## config.mk

```make
export PLATFORM = sky130hd
export DESIGN_NAME = bin2bcd_seq
export DESIGN_NICKNAME = d
export VERILOG_FILES = /design/src/rtl/bin2bcd_seq.sv
export SDC_FILE = /design/constraint.sdc
export NUM_CORES = 1
export LEC_CHECK = 0
export CORE_MARGIN = 2
export CORE_UTILIZATION = 45
export CTS_CLUSTER_DIAMETER = 50
export DETAILED_ROUTE_END_ITERATION = 12
export GPL_TIMING_DRIVEN = 0
export PLACE_DENSITY_LB_ADDON = 0.2
export SLEW_MARGIN = 40
export SYNTH_ARGS = -nofsm -noshare
export SYNTH_HDL_FRONTEND = slang
export SYNTH_SLANG_ARGS = --single-unit
export TNS_END_PERCENT = 5
```

## constraint.sdc

```tcl
create_clock -name clk -period 2.5 [get_ports clk]
set_input_delay 0.375 -clock clk [delete_from_list [all_inputs] [get_ports clk]]
set_output_delay 0.375 -clock clk [all_outputs]
set_load 0.01 [all_outputs]
```

## src/rtl/bin2bcd_seq.sv

```systemverilog
// Sequential binary-to-BCD converter (shift-and-add-3). One bit is shifted per
// clock. The result register only updates at the end of a conversion.

module bin2bcd_add3 (
    input  logic [3:0] d,
    output logic [3:0] q
);
    assign q = (d >= 4'd5) ? d + 4'd3 : d;
endmodule

module bin2bcd_seq #(
    parameter int BIN_W  = 27,
    parameter int DIGITS = 8
) (
    input  logic                  clk,
    input  logic                  rst,
    input  logic                  start,
    input  logic [BIN_W-1:0]      bin,
    output logic                  busy,
    output logic                  done,
    output logic [4*DIGITS-1:0]   bcd,
    output logic                  overflow
);
    function automatic logic [31:0] max_val_f(input int d);
        logic [31:0] v;
        v = 32'd1;
        for (int i = 0; i < d; i++) v = v * 32'd10;
        return v - 32'd1;
    endfunction

    localparam logic [31:0]         MAX_VAL = max_val_f(DIGITS);
    localparam int                  CW      = $clog2(BIN_W + 1);
    localparam logic [CW-1:0]       LAST    = CW'(BIN_W - 1);
    localparam logic [4*DIGITS-1:0] NINES   = {DIGITS{4'h9}};

    typedef enum logic [1:0] {IDLE, CONV, FIN} state_t;

    state_t               state, state_nx;
    logic [BIN_W-1:0]     sreg;
    logic [4*DIGITS-1:0]  acc;
    logic [4*DIGITS-1:0]  adj;
    logic [CW-1:0]        cnt;
    logic                 ovf_flag;
    logic [31:0]          bin_ext;

    assign bin_ext = 32'(bin);
    assign busy    = (state != IDLE);

    // Per-digit add-3 correction applied before each shift
    for (genvar g = 0; g < DIGITS; g++) begin : g_dig
        bin2bcd_add3 u_add3 (.d(acc[4*g +: 4]), .q(adj[4*g +: 4]));
    end

    always_ff @(posedge clk) begin
        if (!rst) state <= IDLE;
        else      state <= state_nx;
    end

    always_comb begin
        state_nx = state;
        case (state)
            IDLE:    if (start) state_nx = CONV;
            CONV:    if (cnt == LAST) state_nx = FIN;
            FIN:     state_nx = IDLE;
            default: state_nx = IDLE;
        endcase
    end

    always_ff @(posedge clk) begin
        if (!rst) begin
            sreg     <= '0;
            acc      <= '0;
            cnt      <= '0;
            ovf_flag <= 1'b0;
            bcd      <= '0;
            overflow <= 1'b0;
            done     <= 1'b0;
        end else begin
            done <= 1'b0;
            case (state)
                IDLE: if (start) begin
                    sreg     <= bin;
                    acc      <= '0;
                    cnt      <= '0;
                    ovf_flag <= (bin_ext > MAX_VAL);
                end
                CONV: begin
                    // Top-digit carry-out is dropped; only possible when ovf_flag is set
                    acc  <= {adj[4*DIGITS-2:0], sreg[BIN_W-1]};
                    sreg <= sreg << 1;
                    cnt  <= cnt + CW'(1);
                end
                FIN: begin
                    bcd      <= ovf_flag ? NINES : acc;
                    overflow <= ovf_flag;
                    done     <= 1'b1;
                end
                default: ;
            endcase
        end
    end
endmodule
```

==> metrics, run 1 <==
Hold Path Cell Cnt=2; number of buffers created by CTS=9; Setup Skew=0.0147 ns; layout cells sized above 1=0.0762; synth warn=0; gr busiest metal=met2; Post-layout nets=660; status=complete, no violations; Max Slew Vio Count=0; drt pass-1 iters=4; worst skew pair latency=0.38 ns; Max clock buf depth=2; top cells by area, synth=dfxtp_1, a21boi_1, ha_1; CTS clock-pin slew for the worst setup and hold paths=0.10 ns; LEAKAGE=1.97 nW; hpwl dp=8150 um; largest net degree at the start of global routing=17; drt via density=5.33; syn_nets=585; met1 Usage GRT=0.276; Crit Path Max Fanout=7; most frequent cells in the layout=dfxtp_1, clkdlybuf4s50_1, nand2_1, a21boi_1, nor3_1; Synth top area share=0.433; GRT Overall Usage=0.214; Area Overhead vs Synth=23.2%; most common cell after layout, fill and taps aside=dfxtp_1; clk sinks=101; post-synth top area cell=dfxtp_1; RSZ-0062 raised after global routing=false; Placed Cells=737; mapped cell area=4670 sq um; Tcrit/Tclk final=0.768; Worst Reg2Reg Path Length in Cells=4; vias in the first global route=3899; CTS tree=yes; Slew @ Worst Pin=0.589 ns; Filler cells=948; Worst Hold Endpoint=acc[29]; worst reg2reg endpoint=bcd[15]; die width=106 um; multi-input logic area=2410 sq um; post-cts resize count=0; syn avg cell area=8.70 sq um; Ports=65; via count=4017; Slew HR=0.607; postcts setup bufs=0; Diodes inserted=0; slowest stage delay, CP=0.49 ns; WL/cell=14.9 um; max_cap viols=0; GR Util met2=0.358; synth unique cells=41; global-route wire length before repair=19000 um; Final Non-Filler Cells=753; Syn Inst Count=537; Crit. End Element=primary output; power density cells=579 nW/um^2; die height=106 um; gpl congestion=0.842; R2R setup slack=0.73 ns; register area share after synthesis=0.433; floorplan core area=10200 sq um; critical-path cell with the highest stage delay=clkdlybuf4s50_1; Setup Viol. Count Final=0; initial antenna violation count=0; critical path launch point type=flop; die area=11200 sq um; hold path start=acc[29]; CP Class=reg -> out; post-route DRC violation count=0; CTS Hold Bufs=0; final wirelength=11200 um; Buffers on Ports=64; path type of the worst min-delay path=reg -> reg; Seq cells post-synth=101; Fmax=521 MHz; VDD IR max=0.000370 V; post-route ant nets=0; critical path, cell by cell=or2_2, clkdlybuf4s50_1; H-tree depth=3; area occupied by registers=2020 sq um; hold_ws=0.447 ns; # rows=37; required time worst endpoint=2.12 ns; drt initial violations=133; GRT met3 Usage=0.0399; Initial Utilization=0.459; Period minus WS final=1.92 ns; final number of hold-violating endpoints=0; Crit Reg-Reg Startpoint=ovf_flag; critical path arrival=1.55 ns; grt total ovfl=0; clock root buffer=clkbuf_8; setup TNS=0 ns
## worst max-delay path by stage
stage             start       end  slack, ns
5_1_grt             rst  sreg[26]       0.50
4_1_cts        state[1]      busy       0.57
2_1_floorplan   bin[11]  ovf_flag       0.99
3_3_place_gp        rst  sreg[26]       0.29
3_5_place_dp        rst  sreg[26]       0.29
6_report       state[1]      busy       0.58
## registers in the layout, summed over array words and instances, names as in the netlist
signal / count
bcd: 32
ovf_flag: 1
overflow: 1
done: 1
state: 2
cnt: 5
sreg: 27
acc: 32
## per-layer routing
layer  vias to the layer above  wire, um
met4                         0       289
met5                         -         0
met2                        79      5250
met3                        21       491
met1                      1889      5210
li1                       2028         -
## report_power, final
part           internal (mW)  switching (mW)
Combinational          0.131           0.167
Clock                  0.793           0.569
Sequential              1.65          0.0250
Total                   2.57           0.760
## Yosys cell counts, drive strengths merged
library cell and number:
and4 1, nand2b 10, or3 8, nor2b 3
and2b 1, and3 3, nor2 31, nor3 33
ha 18, buf 19, clkbuf 18, o21ai 41
or4 1, dfxtp 101, a2111oi 1, o211a 1
a31oi 1, nand3b 8, o221ai 9, a21boi 51
inv 17, nand4b 1, mux2 8, xnor2 8
nand4 1, o21a 1, and2 9, or3b 1
a22oi 17, a21oi 13, nand3 21, nor3b 25
or2 1, o31ai 1, nand2 54
## area by class of cell
cell class,count,area share
plain buffers,37,0.0302
clock buffers,10,0.0239
clock inverters,6,0.0233
inverters,17,0.0111
multi-input cells,382,0.419
flip-flops and latches,101,0.351
well taps,136,0.0296
repair buffers,64,0.111
## per-stage QoR
step	instance area (sq um)	total power, mW	util	worst slack (ns)
floorplan	4670	1.88	-	0.987
finish	5760	3.33	0.565	0.580
global placement	5480	2.00	0.538	0.295
global route	5760	3.48	0.565	0.499
CTS	5760	3.36	0.565	0.568
detailed placement	5480	2.01	0.538	0.293
## worst max-delay path, delay by kind of cell (launching register included)
family	cells	cell delay [ns]
and+or+nand+nor	1	0.32
buffers and inverters	1	0.49
DFF	1	0.37
## logic make-up after synthesis
logic type | count (synthesis) | share of synthesized area
compound gates | 136 | 0.197
fa+ha+maj | 18 | 0.0482
flops | 101 | 0.433
xor+xnor | 8 | 0.0150
mux | 8 | 0.0193
simple gates | 212 | 0.237
buf+inv | 54 | 0.0509
(Power assumes the default switching activity.)
==> inputs of run 2 (changes only) <==
==> constraint.sdc (replaced) <==
create_clock -name clk -period 1.57 [get_ports clk]
set_input_delay 0.2355 -clock clk [delete_from_list [all_inputs] [get_ports clk]]
set_output_delay 0.2355 -clock clk [all_outputs]
set_load 0.01 [all_outputs]
==> run 2 against run 1 <==
Final cell count up 0.40%. Global-route usage about the same. Sequential cell count unchanged. Critical path type is now in -> reg.
==> metrics, run 2 (synthesis gave the netlist of run 1 again) <==
Slew HR=0.625 (+0.0177); vias in the first global route=3905 (+0.15%); Post-layout nets=663 (+0.45%); path type of the worst min-delay path=reg -> reg; critical path launch point type=primary input; Initial Utilization=0.459 (unchanged); slowest stage delay, CP=0.52 ns (+0.03 ns); Crit Reg-Reg Startpoint=acc[20]; setup TNS=0 ns (unchanged); buffers and inverters on the worst path=1 (unchanged); Buffers on Ports=64 (unchanged); die area=11200 sq um (unchanged); drt pass-1 iters=4 (unchanged); critical path, cell by cell=clkdlybuf4s50_1, or4_1, o211a_1, a2111oi_4, o31ai_1; Core Util, Final=0.576 (+0.0109); H-tree depth=3 (unchanged); final number of hold-violating endpoints=0 (unchanged); VDD IR max=0.000591 V (+60%); clk sinks=101 (unchanged); CTS clock-pin slew for the worst setup and hold paths=0.11 ns (about the same); # rows=37 (unchanged); RSZ-0062 raised after global routing=true; die height=106 um (unchanged); floorplan core area=10200 sq um (unchanged); CP Class=in -> reg; Max clock buf depth=2 (unchanged); gpl congestion=0.842 (unchanged); Slew @ Worst Pin=0.563 ns (-0.0266 ns); most common cell after layout, fill and taps aside=dfxtp_1; Area Overhead vs Synth=25.5%; Tcrit/Tclk final=0.974; max_cap viols=0 (unchanged); Diodes inserted=0 (unchanged); critical path arrival=1.78 ns (+0.23 ns); grt total ovfl=0 (unchanged); post-route ant nets=0 (unchanged); number of buffers created by CTS=9 (unchanged); GRT Overall Usage=0.214 (about the same); final wirelength=11400 um (+1.7%); layout cells sized above 1=0.142 (+0.0658); hpwl dp=8150 um (unchanged); clock root buffer=clkbuf_8; Max Slew Vio Count=0 (unchanged); global-route wire length before repair=19000 um (unchanged); Top delay family on crit path=compound AO/OA/AOI/OAI gates; CTS tree=yes; Crit. End Element=flop; required time worst endpoint=1.82 ns (-0.30 ns); critical-path cell with the highest stage delay=or4_1; Period minus WS final=1.53 ns; Crit Path Max Fanout=2 (-5); CP Launch Point=bin[10]; top flop regs=acc (32), bcd (32), sreg (27); status=complete, no violations; initial antenna violation count=0 (unchanged); most frequent cells in the layout=dfxtp_1, clkdlybuf4s50_1, nand2_1, a21boi_1, nor3_1; via count=4045 (+0.70%); worst skew pair latency=0.38 ns (about the same); Setup Skew=0.0167 ns (+0.00203 ns); hold path start=acc[29]; drt initial violations=144 (+8.3%); drt via density=5.35 (+0.30%); WL/cell=15.1 um (+1.3%); Fmax=654 MHz; power density cells=908 nW/um^2 (+57%); Setup Viol. Count Final=0 (unchanged); LEAKAGE=2.03 nW (+3.0%); post-route DRC violation count=0 (unchanged); Ports=65 (unchanged); largest net degree at the start of global routing=17 (unchanged); die width=106 um (unchanged)
-- run 2: worst paths after layout --
| kind | to | cells past startpoint | slack (ns) |
|---|---|---|---|
| setup / recovery | ovf_flag | 5 | 0.04 |
| hold / removal | acc[29] | 2 | 0.45 |
| hold reg to reg | acc[29] | 2 | 0.45 |
| setup reg to reg | acc[22] | 6 | 0.06 |
-- run 2: timing repair --
action | 4_1_cts | 5_1_grt
endpoints found under the setup margin | 45 | 62
gates resized for setup | 14 | 36
setup buffers | 0 | 3
hold buffers | 0 | 0
pin swaps | 0 | 4
-- run 2: cell type report --
| cell class | instances | area (sq um) |
|---|---|---|
| fillers | 937 | 4320 |
| multi-input cells | 382 | 2460 |
| flip-flops and latches | 101 | 2040 |
| repair buffers | 67 | 663 |
| plain buffers | 37 | 198 |
| well taps | 136 | 170 |
| clock buffers | 10 | 138 |
| clock inverters | 6 | 134 |
| inverters | 17 | 63.8 |
-- run 2: power by group --
group | total [mW] | switching, mW | internal (mW) | leakage, nW
Combinational | 0.494 | 0.271 | 0.223 | 1.07
Clock | 2.17 | 0.908 | 1.26 | 0.136
Sequential | 2.66 | 0.0402 | 2.62 | 0.824
Total | 5.33 | 1.22 | 4.11 | 2.03
-- run 2: layer usage --
| layer | vias up | global-route usage | wire length (um) |
|---|---|---|---|
| met5 | - | 0 | 0 |
| met4 | 0 | 0.0846 | 291 |
| met3 | 20 | 0.0399 | 420 |
| met2 | 84 | 0.357 | 5330 |
| met1 | 1901 | 0.276 | 5390 |
| li1 | 2040 | - | - |
-- run 2: tightest hold or removal path: stages, from the launching register on --
cell     delay, ns
dfxtp_1       0.32
nand2_1       0.05
o21ai_1       0.05
-- run 2: stage by stage --
stage / worst slack (ns) / hold WS, ns / cells / total power [mW] / instance area [sq um]
after floorplan: 0.146 / 0.370 / 537 / 3.00 / 4670
after global placement: -0.496 / 0.434 / 737 / 3.19 / 5480
after detailed placement: -0.497 / 0.437 / 737 / 3.20 / 5480
after CTS: -0.0264 / 0.450 / 753 / 5.36 / 5780
after global routing: -0.0494 / 0.461 / 756 / 5.55 / 5870
final: 0.0403 / 0.448 / 756 / 5.33 / 5870
==> inputs of run 3 (changes only) <==
--- a/config.mk
+++ b/config.mk
@@ -10,7 +10,7 @@
 export CTS_CLUSTER_DIAMETER = 50
 export DETAILED_ROUTE_END_ITERATION = 12
 export GPL_TIMING_DRIVEN = 0
-export PLACE_DENSITY_LB_ADDON = 0.2
+export PLACE_DENSITY = 0.81
 export SLEW_MARGIN = 40
 export SYNTH_ARGS = -nofsm -noshare
 export SYNTH_HDL_FRONTEND = slang
==> run 3 against run 2 <==
Final area shrank 1.4%. Non-clock buffer count decreased by 3. Register-to-register slack worse by 0.03 ns. Count of clock-buffer cells in the layout stayed put. Hold slack got worse by 0.0085 ns. Clock skew is 0.00084 ns lower. Combinational power decreased by 3%. First-iteration DRC count grew 55%. Largest cell class unchanged.
==> metrics, run 3 (synthesis gave the netlist of run 1 again) <==
die height=106 um (unchanged); # rows=37 (unchanged); critical path arrival=1.81 ns (+0.03 ns); critical-path cell with the highest stage delay=or4_1; Diodes inserted=0 (unchanged); largest net degree at the start of global routing=18 (+1); Crit Path Max Fanout=2 (unchanged); path type of the worst min-delay path=in -> reg; required time worst endpoint=1.82 ns (about the same); status=complete, no violations; critical path launch point type=primary input; Worst Hold Endpoint=sreg[0]; Area Overhead vs Synth=23.8%; slowest stage delay, CP=0.54 ns (+0.02 ns); area occupied by registers=2040 sq um (+0.25%); CP Class=in -> reg; clk sinks=101 (unchanged); R2R setup slack=0.03 ns (-0.03 ns); LEAKAGE=2.00 nW (-1.8%); CTS clock-pin slew for the worst setup and hold paths=0.09 ns (-0.02 ns); Max Slew Vio Count=0 (unchanged); Crit Reg-Reg Startpoint=acc[25]; grt total ovfl=0 (unchanged); Fmax=644 MHz (-1.6%); Max clock buf depth=2 (unchanged); global-route wire length before repair=18700 um (-1.8%); die area=11200 sq um (unchanged); via count=4122 (+1.9%); Setup Skew=0.0159 ns (-0.000844 ns); GRT Overall Usage=0.208 (-0.00640); initial antenna violation count=0 (unchanged); top flop regs=acc (32), bcd (32), sreg (27); hold_ws=0.439 ns (-0.00851 ns); hpwl dp=8370 um (+2.7%); WL/cell=15.3 um (+1.3%); max_cap viols=0 (unchanged); Placed Cells=737 (unchanged); vias in the first global route=4014 (+2.8%); gpl congestion=0.864 (+2.5%); Final Non-Filler Cells=753 (-0.40%); die width=106 um (unchanged); Setup Viol. Count Final=0 (unchanged); Period minus WS final=1.55 ns (+0.0241 ns); power density cells=846 nW/um^2 (-6.8%); number of buffers created by CTS=9 (unchanged); RSZ-0062 raised after global routing=true; drt initial violations=223 (+55%); most common cell after layout, fill and taps aside=dfxtp_1; clock root buffer=clkbuf_8; VDD IR max=0.000434 V (-27%); Buffers on Ports=64 (unchanged); Crit. End Element=flop; Slew HR=0.594 (-0.0308); most frequent cells in the layout=dfxtp_1, clkdlybuf4s50_1, nand2_1, a21boi_1, nor3_1; worst reg2reg endpoint=acc[26]; Post-layout nets=660 (-0.45%); Worst Reg2Reg Path Length in Cells=6 (unchanged); Filler cells=898 (-4.2%); drt via density=5.47 (+2.3%); Hold Path Cell Cnt=3 (+1); Final Power=4.90 mW (-8.1%); Initial Utilization=0.459 (unchanged); hold path start=bin[0]; Slew @ Worst Pin=0.609 ns (+0.0462 ns); CTS Hold Bufs=0 (unchanged); Ports=65 (unchanged); worst skew pair latency=0.38 ns (about the same); floorplan core area=10200 sq um (unchanged); final number of hold-violating endpoints=0 (unchanged); final wirelength=11500 um (+0.91%); post-route ant nets=0 (unchanged); drt pass-1 iters=5 (+1); multi-input logic area=2470 sq um (+0.41%); CTS tree=yes; H-tree depth=3 (unchanged); post-route DRC violation count=0 (unchanged); Tcrit/Tclk final=0.990 (+0.0154); critical path, cell by cell=clkdlybuf4s50_1, or4_1, o211a_1, a2111oi_4, o31ai_1; layout cells sized above 1=0.138 (-0.00417)
## run 3: worst max-delay path, delay by kind of cell
family	cells	cell delay (ns)
buffers and inverters	1	0.43
and+or+nand+nor	1	0.54
AOI/OAI and AO/OA	3	0.61
## run 3: worst max path at each step
stage	from	to	slack [ns]	cells past startpoint
floorplan	acc[9]	acc[10]	0.15	6
global placement	rst	sreg[6]	-0.43	5
detailed placement	rst	sreg[6]	-0.49	5
CTS	state[1]	busy	-0.01	2
global route	acc[4]	acc[6]	-0.09	6
finish	bin[11]	ovf_flag	0.02	5
## run 3: per-layer routing
layer / vias to the layer above / global-route usage / wire (um) / part of all wire
met4: 0 / 0.0921 / 257 / 0.022
met3: 21 / 0.0270 / 547 / 0.047
met1: 1953 / 0.255 / 5050 / 0.44
met2: 116 / 0.365 / 5680 / 0.49
li1: 2032 / - / - / -
met5: - / 0 / 0 / 0
## run 3: stage by stage
step           TNS (ns)  setup slack [ns]  utilization  instance area (sq um)
6_report              0            0.0162        0.568                   5790
5_1_grt          -0.311           -0.0929        0.568                   5790
4_1_cts         -0.0115           -0.0115        0.562                   5720
3_5_place_dp     -23.39            -0.490        0.538                   5480
3_3_place_gp     -20.29            -0.427        0.538                   5480
2_1_floorplan         0             0.146            -                   4670
## run 3: power breakdown
part	internal, mW	switching [mW]	total (mW)
registers	2.62	0.0443	2.67
clock network	0.795	0.955	1.75
logic	0.211	0.266	0.477
total	3.63	1.26	4.90
## run 3: cell type report
class	instances	share of cell area
plain buffers	37	0.0322
clock buffers	10	0.0238
clock inverters	6	0.0123
inverters	17	0.0110
multi-input cells	382	0.428
flip-flops and latches	101	0.353
well taps	136	0.0294
repair buffers	64	0.111
## run 3: repair_timing
action | 4_1_cts | 5_1_grt
gates resized for setup | 13 | 34
endpoints found under the setup margin | 45 | 67
pin swaps | 0 | 6
buffers inserted | 0 | 0
